## config.mk

```make
export PLATFORM = sky130hd
export DESIGN_NAME = if_id_queue
export DESIGN_NICKNAME = d
export VERILOG_FILES = /design/src/rtl/pipe_pkg.sv /design/src/rtl/if_id_queue.sv
export SDC_FILE = /design/constraint.sdc
export NUM_CORES = 1
export LEC_CHECK = 0
export CAP_MARGIN = 20
export CORE_AREA = 2 2 181 183
export CTS_BUF_LIST = sky130_fd_sc_hd__clkbuf_4
export DETAILED_ROUTE_END_ITERATION = 8
export DIE_AREA = 0 0 183 185
export DONT_BUFFER_PORTS = 1
export PLACE_DENSITY_LB_ADDON = 0.3
export SYNTH_ARGS = -nofsm -noshare
export SYNTH_HDL_FRONTEND = slang
export SYNTH_SLANG_ARGS = --single-unit
```

## constraint.sdc

```tcl
create_clock -name clk -period 5.2 [get_ports clk]
set_clock_uncertainty 0.1 [all_clocks]
set_input_delay 0.52 -clock clk [delete_from_list [all_inputs] [get_ports clk]]
set_output_delay 0.52 -clock clk [all_outputs]
set_load 0.05 [all_outputs]
```

## src/rtl/pipe_pkg.sv

```systemverilog
// Shared fetch/decode definitions: datapath width, the fetched-pair record and
// the instruction size used to form the sequential PC.
package pipe_pkg;

  localparam int XLEN        = 32;
  localparam int INSTR_BYTES = 4;

  typedef struct packed {
    logic [XLEN-1:0] pc;
    logic [XLEN-1:0] instr;
  } fetch_pkt_t;

endpackage

```

## src/rtl/if_id_queue.sv

```systemverilog
// IF/ID decoupling queue: holds up to DEPTH {pc, instr} pairs between fetch and
// decode, with redirect flush and a registered head entry.
module if_id_queue
  import pipe_pkg::INSTR_BYTES;
#(
  parameter int XLEN  = pipe_pkg::XLEN,
  parameter int DEPTH = 2,
  parameter int PTR_W = $clog2(DEPTH)
) (
  input  logic             clk,
  input  logic             reset,
  input  logic             flush,
  input  logic             in_valid,
  output logic             in_ready,
  input  logic [XLEN-1:0]  in_pc,
  input  logic [XLEN-1:0]  in_instr,
  output logic             out_valid,
  input  logic             out_ready,
  output logic [XLEN-1:0]  out_pc,
  output logic [XLEN-1:0]  out_instr,
  output logic [XLEN-1:0]  out_pc_plus4,
  output logic [PTR_W:0]   count
);

  typedef struct packed {
    logic [XLEN-1:0] pc;
    logic [XLEN-1:0] instr;
  } entry_t;

  localparam logic [PTR_W:0] FULL = (PTR_W+1)'(DEPTH);

  entry_t           mem [DEPTH];
  entry_t           head_q;
  entry_t           head_d;
  logic [PTR_W-1:0] wr_ptr;
  logic [PTR_W-1:0] rd_ptr;
  logic [PTR_W-1:0] rd_nxt;
  logic             push;
  logic             pop;

  // in_ready depends only on registered count and the reset pin, never on out_ready.
  assign in_ready  = reset && (count < FULL);
  assign out_valid = (count != '0);
  assign push      = in_valid && in_ready && !flush;
  assign pop       = out_valid && out_ready && !flush;
  assign rd_nxt    = pop ? rd_ptr + 1'b1 : rd_ptr;

  // The head register mirrors mem[rd_ptr]; a write landing on the next head slot is forwarded.
  always_comb begin
    head_d = mem[rd_nxt];
    if (push && (wr_ptr == rd_nxt)) begin
      head_d.pc    = in_pc;
      head_d.instr = in_instr;
    end
  end

  always_ff @(posedge clk) begin
    if (push) begin
      mem[wr_ptr].pc    <= in_pc;
      mem[wr_ptr].instr <= in_instr;
    end
  end

  always_ff @(posedge clk or negedge reset) begin
    if (!reset) begin
      wr_ptr <= '0;
      rd_ptr <= '0;
      count  <= '0;
      head_q <= '0;
    end else if (flush) begin
      wr_ptr <= '0;
      rd_ptr <= '0;
      count  <= '0;
    end else begin
      if (push) wr_ptr <= wr_ptr + 1'b1;
      rd_ptr <= rd_nxt;
      if (push && !pop)      count <= count + 1'b1;
      else if (pop && !push) count <= count - 1'b1;
      // Idle cycles hold the head so it never picks up uninitialised storage.
      if (push || pop) head_q <= head_d;
    end
  end

  assign out_pc       = head_q.pc;
  assign out_instr    = head_q.instr;
  assign out_pc_plus4 = head_q.pc + XLEN'(INSTR_BYTES);

endmodule

```

==> results by group <==
Outcome
  • Outcome: finished, final reports clean

Power
  • Int Pwr: 0.002307 W
  • Logic pwr share: 18.9%
  • Clock share of power: 21.1%
  • Flop pwr share: 60.0%
  • Total power: 0.004089 W
  • Sw Ratio: 43.59%
  • Leakage power: 3.254 nW
  • VDD IR max: 0.1606 mV
  • Pwr dens: 419.2 nW/um^2
  • P_sw: 0.001782 W

Global route
  • Total grt overflow: 0
  • Largest net degree at the start of global routing: 69
  • First-pass GRT wire length: 38210 um
  • Vias in the first global route: 6174
  • Initial antenna violation count: 1
  • Global-route usage over all layers: 15.17%

Timing
  • Final slew viol count: 0
  • Final worst path period share: 77.81%
  • Min Hold Slack: 69.84 ps
  • F_max: 247.1 MHz
  • RSZ-0062 raised after global routing: no
  • Minimum clock period: 4046 ps
  • Rel. slew slack: 26.02%
  • Worst-Margin Slew: 1102 ps
  • Fin. Hold Viols: 0
  • Final WS setup: 1154 ps
  • Setup TNS: 0 ps
  • Finish-stage setup viols: 0

Job
  • Max-cap violations: 0

Synthesis
  • Largest cells by area after synthesis: edfxtp_1, dfrtp_1, o32ai_1
  • Area leader, netlist: edfxtp_1
  • FF+latch count, synth: 196
  • Share of the synthesized area in the top cell type: 46.75%
  • Synthesis Warnings: 0
  • Register area share after synthesis: 67.45%
  • Cell area after synthesis: 8222 sq um
  • Post-Synthesis Cells: 624
  • Syn_area_per_cell: 13.18 sq um
  • Prevailing post-synth register cell: edfxtp_1
  • Async set-reset flop share out of synthesis: 34.69%
  • Unique masters post-synth: 39
  • Number of synthesized flops with an enable pin: 128
  • Synthesized Nets: 694

Layout
  • Sequential cell area: 5545 sq um
  • Most common cell after layout, fill and taps aside: edfxtp_1
  • Synth-to-Final Area Change: 18.64%
  • Multi-input logic area: 2421 sq um
  • Fillers: 3219
  • Fin nets: 752
  • Post-route cell area: 9754 sq um
  • Layout cells sized above 1: 11.65%
  • Most frequent cells in the layout: edfxtp_1, nand3_1, dlygate4sd3_1, dfrtp_1, a31oi_1

Worst setup path
  • Data arrival time of the worst path: 3430 ps
  • Max Fanout on Critical Path: 7
  • Kind of critical path: reg -> out
  • Worst EP required: 4580 ps
  • Worst setup SP type: flip-flop
  • Worst setup EP type: output port

CTS
  • Clock Latency Late Sink: 590 ps
  • Clock buffer depth: 2
  • Post-CTS Resized: 0
  • Num CTS Buffers: 17
  • Clock Pin Slew Worst Setup and Hold Paths: 210 ps
  • Post-CTS Setup Repair Bufs: 0
  • CTS tree: done
  • Root Driver: clkbuf_4
  • CTS Hold Buffers Added: 70
  • # H-tree levels: 4
  • # clock sinks: 196

Floorplan
  • Die area: 33860 sq um
  • Site Rows: 66
  • Width of the die: 183 um
  • # IOs: 169
  • Core box area: 32040 sq um
  • Starting Density: 25.66%
  • Die H: 185 um

Placed design
  • Buffers on Ports: 0
  • DP Wirelength: 14030 um
  • DP Worst Slack: 1774 ps
  • GP Congestion: 0.7085
  • Placement Cell Area: 8735 sq um

Detailed routing
  • Routed WL: 25610 um
  • DR pass1 iterations: 5
  • Final antenna-violating net count: 0
  • Detail-routed via count per cell: 5.326
  • DR vias: 5880
  • Wire length per cell: 23.20 um
  • DR DRC count: 0
  • DRT iter0 DRCs: 524

Worst hold path
  • Hold crit path type: in -> reg
[metrics by stage]
step	cells	utilization (%)
finish	1104	30.44
floorplan	624	-
global route	1104	30.44
detailed placement	1000	27.26
CTS	1102	30.40
global placement	1000	27.26
[power groups by stage]
stage	Clock [W]	Combinational (W)	Sequential [W]
final	0.000861	0.000774	0.00245
after global routing	0.000955	0.000829	0.00248
after CTS	0.000902	0.000779	0.00246
after detailed placement	0	0.000709	0.00249
after global placement	0	0.000703	0.00249
after floorplan	0	0.000602	0.00240
[final cells by class]
cell class	count	area share, %
well taps	408	5.233
multi-input cells	363	24.82
inverters	4	0.1539
flip-flops and latches	196	56.85
repair buffers	100	9.954
diodes	1	0.02565
clock inverters	15	1.655
clock buffers	17	1.308
[state kept, by name (all words and copies together) (netlist names)]
signal	count
count	2
mem	128
out_instr	32
out_pc	32
rd_ptr	1
wr_ptr	1
[cell families after synthesis]
family | after synthesis | synth area share (%)
buffers and inverters | 65 | 3.881
adder cells (fa/ha/maj) | 1 | 0.1522
AO/OA/AOI/OAI | 203 | 16.41
AND/OR/NAND/NOR | 128 | 8.811
flip-flops | 196 | 67.45
XOR/XNOR | 31 | 3.302
[worst max-delay path: stages (launching register included)]
cell and delay [ps]:
dfrtp_1 770, ha_1 330, nand4_1 170, or4_4 540
nor4_4 240, xor2_1 800
[routing by layer]
metal  track usage (%)  part of all wire [%]  up-vias  routed length, um
met2             25.23                    49      232              12640
li1                  -                     -     2604                  -
met5                 0                     0        -                  0
met3             4.326                   6.9       14               1771
met4             4.896                  0.91        0                233
met1             19.09                    43     3030              10970
[final timing paths]
kind,start,end,slack (ps),depth (start not counted)
max,out_pc[2],out_pc_plus4[24],1150,5
min,in_instr[20],out_instr[20],70,2
max reg2reg,count[1],out_pc[0],2090,5
min reg2reg,mem[0][11],out_instr[11],430,2
max in group asynchronous,reset,out_pc[1],4260,2
min in group asynchronous,reset,out_pc[29],380,2
[Yosys cell counts (2+ instances only)]
| master | number |
|---|---|
| o21a_1 | 2 |
| nor3_2 | 2 |
| nor2_1 | 9 |
| a31oi_1 | 65 |
| clkbuf_1 | 32 |
| nand4_1 | 7 |
| nand2_1 | 11 |
| and4_1 | 2 |
| and2_1 | 2 |
| o21ai_0 | 56 |
| edfxtp_1 | 128 |
| a21oi_1 | 4 |
| xor2_1 | 7 |
| buf_1 | 3 |
| xnor2_1 | 24 |
| dfrtp_1 | 68 |
| and3_1 | 2 |
| buf_6 | 6 |
| o32ai_1 | 64 |
| nand3_1 | 79 |
| nor4_2 | 2 |
| or2_2 | 2 |
| buf_2 | 16 |
| o21ai_1 | 10 |
| clkbuf_2 | 2 |
| nand4_2 | 2 |
| buf_4 | 2 |
| inv_1 | 4 |
Power figures use the tool's default switching activity.
